$ cat src/rtl/edid_ddc_responder_pkg.sv
// Shared constants and state encoding for the EDID DDC responder.
package edid_ddc_responder_pkg;

  // EDID data address (0xA0 write / 0xA1 read) and E-DDC segment pointer.
  localparam logic [6:0] EDID_DEV_ADDR = 7'h50;
  localparam logic [6:0] EDID_SEG_ADDR = 7'h30;

  typedef enum logic [3:0] {
    ST_IDLE,
    ST_ADDR,
    ST_ADDR_ACK,
    ST_WR_OFF,
    ST_OFF_ACK,
    ST_WR_EXTRA,
    ST_RD_BYTE,
    ST_RD_ACK,
    ST_IGNORE
  } ddc_state_e;

endpackage

$ cat src/rtl/edid_ddc_responder_if.sv
// DDC pin bundle: SCL/SDA as seen from the source, plus the open-drain SDA pull.
interface edid_ddc_responder_if;
  logic scl_in;
  logic sda_in;
  logic sda_oe;

  // master: the video source side (drives the lines, sees our pull-down)
  modport master (output scl_in, output sda_in, input sda_oe);
  // slave: the responder
  modport slave (input scl_in, input sda_in, output sda_oe);
endinterface

$ cat src/rtl/edid_ddc_responder_line_filter.sv
// Synchronizer, glitch filter and edge/START/STOP detector for the SCL/SDA pair.
// Both lines share an identical pipeline so their relative timing is preserved.
// FILT_LEN must be at least 2.
module ddc_line_filter #(
  parameter int FILT_LEN = 3
) (
  input  logic gclk,
  input  logic rst,
  input  logic scl_raw,
  input  logic sda_raw,
  output logic sda,
  output logic scl_rise,
  output logic scl_fall,
  output logic start,
  output logic stop
);

  logic [1:0]          scl_sync, sda_sync;
  logic [FILT_LEN-1:0] scl_hist, sda_hist;
  logic                scl, scl_q, sda_q;

  // Two-flop sync, then a level change is accepted only once FILT_LEN samples agree.
  always_ff @(posedge gclk) begin
    if (rst) begin
      scl_sync <= '1;
      sda_sync <= '1;
      scl_hist <= '1;
      sda_hist <= '1;
      scl      <= 1'b1;
      sda      <= 1'b1;
      scl_q    <= 1'b1;
      sda_q    <= 1'b1;
    end else begin
      scl_sync <= {scl_sync[0], scl_raw};
      sda_sync <= {sda_sync[0], sda_raw};
      scl_hist <= {scl_hist[FILT_LEN-2:0], scl_sync[1]};
      sda_hist <= {sda_hist[FILT_LEN-2:0], sda_sync[1]};
      if (&scl_hist)       scl <= 1'b1;
      else if (~|scl_hist) scl <= 1'b0;
      if (&sda_hist)       sda <= 1'b1;
      else if (~|sda_hist) sda <= 1'b0;
      scl_q <= scl;
      sda_q <= sda;
    end
  end

  // START/STOP need SCL high both before and after the SDA transition.
  assign scl_rise = scl & ~scl_q;
  assign scl_fall = ~scl & scl_q;
  assign start    = scl & scl_q & sda_q & ~sda;
  assign stop     = scl & scl_q & ~sda_q & sda;

endmodule

$ cat src/rtl/edid_ddc_responder.sv
// DDC slave serving the local EDID image at 0x50. Read-only: offset writes are
// accepted, further written bytes are NACKed. Offset persists across transactions.
module edid_ddc_responder
  import edid_ddc_responder_pkg::*;
#(
  parameter logic [6:0] DEV_ADDR = EDID_DEV_ADDR,
  parameter int         FILT_LEN = 3
) (
  input  logic                       gclk,
  input  logic                       rst,
  edid_ddc_responder_if.slave        ddc,
  input  logic                       edid_valid,
  output logic [7:0]                 ram_addr,
  input  logic [7:0]                 ram_data,
  output logic                       busy,
  output logic                       byte_sent,
  output ddc_state_e                 dbg_state
);

  logic sda, scl_rise, scl_fall, start, stop;

  ddc_line_filter #(.FILT_LEN(FILT_LEN)) u_filter (
    .gclk     (gclk),
    .rst      (rst),
    .scl_raw  (ddc.scl_in),
    .sda_raw  (ddc.sda_in),
    .sda      (sda),
    .scl_rise (scl_rise),
    .scl_fall (scl_fall),
    .start    (start),
    .stop     (stop)
  );

  ddc_state_e state, state_n;
  logic [7:0] rx, rx_n, tx, tx_n, offset, offset_n;
  logic [3:0] cnt, cnt_n;
  logic       rw, rw_n, oe, oe_n, busy_r, busy_n, sent, sent_n;
  logic       addr_match;

  assign addr_match = (rx[7:1] == DEV_ADDR) && (rx[7:1] != EDID_SEG_ADDR) && edid_valid;

  // State and datapath registers; reset releases SDA immediately.
  always_ff @(posedge gclk) begin
    if (rst) begin
      state  <= ST_IDLE;
      rx     <= '0;
      tx     <= '0;
      offset <= '0;
      cnt    <= '0;
      rw     <= 1'b0;
      oe     <= 1'b0;
      busy_r <= 1'b0;
      sent   <= 1'b0;
    end else begin
      state  <= state_n;
      rx     <= rx_n;
      tx     <= tx_n;
      offset <= offset_n;
      cnt    <= cnt_n;
      rw     <= rw_n;
      oe     <= oe_n;
      busy_r <= busy_n;
      sent   <= sent_n;
    end
  end

  // Next-state logic: START/STOP win over bit processing; SDA moves only on scl_fall.
  always_comb begin
    state_n  = state;
    rx_n     = rx;
    cnt_n    = cnt;
    offset_n = offset;
    rw_n     = rw;
    oe_n     = oe;
    busy_n   = busy_r;
    sent_n   = 1'b0;
    // Outside a byte being shifted out, keep prefetching mem[offset].
    tx_n     = (state == ST_RD_BYTE) ? tx : ram_data;

    if (start) begin
      state_n = ST_ADDR;
      cnt_n   = '0;
      oe_n    = 1'b0;
    end else if (stop) begin
      state_n = ST_IDLE;
      oe_n    = 1'b0;
      busy_n  = 1'b0;
    end else begin
      case (state)
        ST_ADDR: begin
          if (scl_rise) begin
            rx_n  = {rx[6:0], sda};
            cnt_n = cnt + 4'd1;
          end else if (scl_fall && cnt == 4'd8) begin
            if (addr_match) begin
              state_n = ST_ADDR_ACK;
              oe_n    = 1'b1;
              busy_n  = 1'b1;
              rw_n    = rx[0];
            end else begin
              state_n = ST_IGNORE;
              busy_n  = 1'b0;
            end
          end
        end
        ST_ADDR_ACK: begin
          if (scl_fall) begin
            if (rw) begin
              state_n = ST_RD_BYTE;
              oe_n    = ~tx[7];
              tx_n    = {tx[6:0], 1'b0};
              cnt_n   = 4'd1;
            end else begin
              state_n = ST_WR_OFF;
              oe_n    = 1'b0;
              cnt_n   = '0;
            end
          end
        end
        ST_WR_OFF: begin
          if (scl_rise) begin
            rx_n  = {rx[6:0], sda};
            cnt_n = cnt + 4'd1;
          end else if (scl_fall && cnt == 4'd8) begin
            offset_n = rx;
            oe_n     = 1'b1;
            state_n  = ST_OFF_ACK;
          end
        end
        ST_OFF_ACK: begin
          if (scl_fall) begin
            oe_n    = 1'b0;
            state_n = ST_WR_EXTRA;
          end
        end
        ST_RD_BYTE: begin
          if (scl_fall) begin
            if (cnt == 4'd8) begin
              oe_n    = 1'b0;
              state_n = ST_RD_ACK;
            end else begin
              oe_n  = ~tx[7];
              tx_n  = {tx[6:0], 1'b0};
              cnt_n = cnt + 4'd1;
            end
          end
        end
        ST_RD_ACK: begin
          // cnt==9 marks "master ACKed, next byte starts on the coming fall".
          if (scl_rise) begin
            sent_n   = 1'b1;
            offset_n = offset + 8'd1;
            if (sda) state_n = ST_IGNORE;
            else     cnt_n   = 4'd9;
          end else if (scl_fall && cnt == 4'd9) begin
            oe_n    = ~tx[7];
            tx_n    = {tx[6:0], 1'b0};
            cnt_n   = 4'd1;
            state_n = ST_RD_BYTE;
          end
        end
        ST_WR_EXTRA, ST_IGNORE: oe_n = 1'b0;
        default: ;
      endcase
    end
  end

  assign ddc.sda_oe = oe;
  assign ram_addr   = offset;
  assign busy       = busy_r;
  assign byte_sent  = sent;
  assign dbg_state  = state;

endmodule

$ cat src/flat_wrapper.sv
// flat-port wrapper written by rule: the top's interface ports become plain ports
module edid_ddc_responder_flat import edid_ddc_responder_pkg::*;
#(
  parameter logic [6:0] DEV_ADDR = EDID_DEV_ADDR,
  parameter int         FILT_LEN = 3
)
  (gclk, rst, edid_valid, ram_addr, ram_data, busy, byte_sent, dbg_state, ddc_scl_in, ddc_sda_in, ddc_sda_oe);
  edid_ddc_responder_if ddc_i ();
  input  logic gclk;
  input  logic rst;
  input  logic edid_valid;
  output logic [7:0] ram_addr;
  input  logic [7:0] ram_data;
  output logic busy;
  output logic byte_sent;
  output ddc_state_e dbg_state;
  input wire logic [$bits(ddc_i.scl_in)-1:0] ddc_scl_in;
  input wire logic [$bits(ddc_i.sda_in)-1:0] ddc_sda_in;
  output wire logic [$bits(ddc_i.sda_oe)-1:0] ddc_sda_oe;
  assign ddc_i.scl_in = ddc_scl_in;
  assign ddc_i.sda_in = ddc_sda_in;
  assign ddc_sda_oe = ddc_i.sda_oe;
  edid_ddc_responder #(.DEV_ADDR(DEV_ADDR), .FILT_LEN(FILT_LEN)) u_core (.gclk(gclk), .rst(rst), .ddc(ddc_i), .edid_valid(edid_valid), .ram_addr(ram_addr), .ram_data(ram_data), .busy(busy), .byte_sent(byte_sent), .dbg_state(dbg_state));
endmodule
$ cat config.mk
export PLATFORM = sky130hd
export DESIGN_NAME = edid_ddc_responder_flat
export DESIGN_NICKNAME = d
export VERILOG_FILES = /design/src/rtl/edid_ddc_responder_pkg.sv /design/src/rtl/edid_ddc_responder_if.sv /design/src/rtl/edid_ddc_responder_line_filter.sv /design/src/rtl/edid_ddc_responder.sv /design/src/flat_wrapper.sv
export SDC_FILE = /design/constraint.sdc
export NUM_CORES = 1
export LEC_CHECK = 0
export BUFFER_PORTS_ARGS = -buffer_cell sky130_fd_sc_hd__buf_2
export CAP_MARGIN = 5
export CELL_PAD_IN_SITES_DETAIL_PLACEMENT = 1
export CELL_PAD_IN_SITES_GLOBAL_PLACEMENT = 2
export CORE_AREA = 2 2 86 88
export CTS_CLUSTER_SIZE = 14
export DETAILED_ROUTE_END_ITERATION = 8
export DIE_AREA = 0 0 88 90
export PLACE_DENSITY_LB_ADDON = 0.1
export SETUP_SLACK_MARGIN = 0.15
export SLEW_MARGIN = 40
export SYNTH_ARGS = -nofsm -noshare
export SYNTH_HDL_FRONTEND = slang
export SYNTH_SLANG_ARGS = --single-unit
$ cat constraint.sdc
create_clock -name gclk -period 3.1 [get_ports gclk]
set_clock_uncertainty 0.05 [all_clocks]
set_input_delay 0.62 -clock gclk [delete_from_list [all_inputs] [get_ports gclk]]
set_output_delay 0.62 -clock gclk [all_outputs]
set_load 0.01 [all_outputs]
==> metrics.cfg <==
[timing]
worst_slew_pin_slew_ps=693
max_freq_mhz=431
rsz0062_at_grt=false
finalHoldViolCount=0
slew_headroom_pct=53.7
hold_slack_ps=371
fin_crit_sh_pct=74.9
slew_violations=0
fin_crit_ps=2320
setup_viol=0
setup_total_negative_slack_ps=0

[placement]
finalWeightedCongestion=0.807
detailed_place_hpwl_um=4750
io_buffers=27

[floorplanning]
rows=31
start_util_pct=37.3
die_x_um=88
ios=28
coreArea_um2=7020
die-area_um2=7920
die_height_um=90

[synthesis]
synth_warnings=0
synth_nets=318
synth.area.top_cells=dfxtp_1 38%, mux2i_1 9.6%, nand2_1 4.4%, nor2_1 4.3%, a211oi_1 2.9%
synth_area_per_cell_um2=8.70
async_flop_share_pct=0
synth.distinct_cells=58
synthCells=301
synth-edff-count=0
synth-seq-area-share_pct=38.2
netlist.area_leader.share_pct=38.2
synth_seq_cells=50
yosys.area.top_type=dfxtp_1
synth-main-ff-cell=dfxtp_1
syn-cell-area_um2=2620

[global_routing]
grt_max_degree=25
grt.overflow.total=0
grt_first_pass_wirelength_um=11000
track_usage_pct=17.5
antenna_found_initial=0
grt_pass1_vias=2222

[clocking]
numClockSinks=50
cts_root_buf=clkbuf_8
insertion_delay_ps=310
cts_max_level=2
numCtsBuffers=5
cts_hold_buf=0
cts_max_path_buffers=2
cts.reportedPaths.clkPinSlew_ps=100
postCtsSetupBuffers=0
cts_resized=0
cts_tree=yes

[critical_path]
arrival_ps=2500
timing.critical_path.required_ps=3280
cp-end-kind=flop
rrSetupSlack_ps=780
crit_fanout=19
start_kind=flop
crit_type=flop to flop

[cells_and_area]
syn2layout_area_growth_pct=10.8
final_common_cell=dfxtp_1
final_util_pct=41.3
final_nets=338
antenna_cells=0
mostFrequentLayoutCells=50 x dfxtp_1, 31 x nand2_1, 30 x nor2_1, 27 x buf_2, 25 x mux2i_1
drive_above_1_share_pct=19.3

[power]
seq_power_share_pct=59.8
leakage_nw=1.09
power_switching_uw=264
ir_drop_mv=0.199
clockPowerShare_pct=37.3
netSwitchingFraction_pct=24.1
power.internal_uw=833
pwr-share-comb_pct=2.9
power.density_nw_per_um2=378

[route]
vias_per_cell=5.23
drt_pass1_iterations=4
antenna_left=0
routedWlPerCell_um=15.5
routed_wl_um=6510
dr.first_iter.drc_count=64
vias=2203
drc=0

[job]
drv_cap=0

[status]
outcome=finished, final reports clean

[hold_path]
hold_class=flop to flop

[final cells by class]
type                            instances  area (um^2)
Multi-Input combinational cell        228         1500
Tap cell                               99          124
Fill cell                             854         4120
Inverter                                7         26.3
Sequential cell                        50         1000
Clock buffer                            5         68.8
Clock inverter                          3         28.8
Timing Repair Buffer                   29          150
[state kept, by name (all words and copies together), names as in the netlist, 2 cells and up]
name	count
u_core.rx	8
u_core.ram_addr	8
u_core.u_filter.scl_sync	2
u_core.u_filter.scl_hist	3
u_core.u_filter.sda_sync	2
u_core.u_filter.sda_hist	3
u_core.tx	8
u_core.cnt	4
u_core.dbg_state	4
[path summary, 6_finish.rpt]
kind,startpoint,endpoint,cells past startpoint
worst min register to register,u_core.u_filter.scl_sync[0]$_SDFF_PP1_,u_core.u_filter.scl_sync[1]$_SDFF_PP1_,1
worst max-delay path,u_core.dbg_state[2]$_SDFFE_PP0P_,u_core.cnt[2]$_SDFFE_PP0P_,5
worst min-delay path,u_core.u_filter.scl_sync[0]$_SDFF_PP1_,u_core.u_filter.scl_sync[1]$_SDFF_PP1_,1
worst max register to register,u_core.dbg_state[2]$_SDFFE_PP0P_,u_core.cnt[2]$_SDFFE_PP0P_,5
[metrics by stage]
stage               instances  cell area, um^2  power, mW  worst slack (ps)
floorplan                 301             2620      0.688              1330
global placement          413             2800      0.703               902
detailed placement        413             2800      0.703               847
CTS                       421             2900       1.13               796
global route              421             2900       1.15               641
finish                    421             2900       1.10               779
[critical path, cell delays in order (launching register included)]
cell	delay, ps
dfxtp_1	780
and4bb_1	690
a21o_1	180
nand4b_1	120
mux2_1	320
o211ai_1	90
[kinds of logic after synthesis]
kind of cell	Yosys count	share of synthesized area (%)
adder cells (fa/ha/maj)	4	1.91
AND/OR/NAND/NOR	128	26.7
flip-flops	50	38.2
buffers and inverters	23	4.45
AO/OA/AOI/OAI	68	18.0
multiplexers	27	10.4
XOR/XNOR	1	0.335
[synthesized netlist by cell type (7+ instances only)]
cell type  number
nor2_1         30
or2_2          12
nand2_1        31
nand2b_1        7
o21ai_0         8
dfxtp_1        50
o21ai_1        10
a21oi_1        15
mux2i_1        25
a211oi_1       10
nand3_1        12
[power by group through the flow]
stage | Clock [mW] | Combinational [mW] | Sequential [mW]
finish | 0.409 | 0.0320 | 0.656
global route | 0.456 | 0.0359 | 0.657
CTS | 0.436 | 0.0328 | 0.656
detailed placement | 0 | 0.0327 | 0.671
global placement | 0 | 0.0326 | 0.671
floorplan | 0 | 0.0188 | 0.669
[metal layers]
metal	GRT usage [%]	part of all wire, %
met5	0	0
met4	3.85	0.94
met3	3.03	2.4
met2	28.3	47
met1	24.1	49
Power figures use the tool's default switching activity.
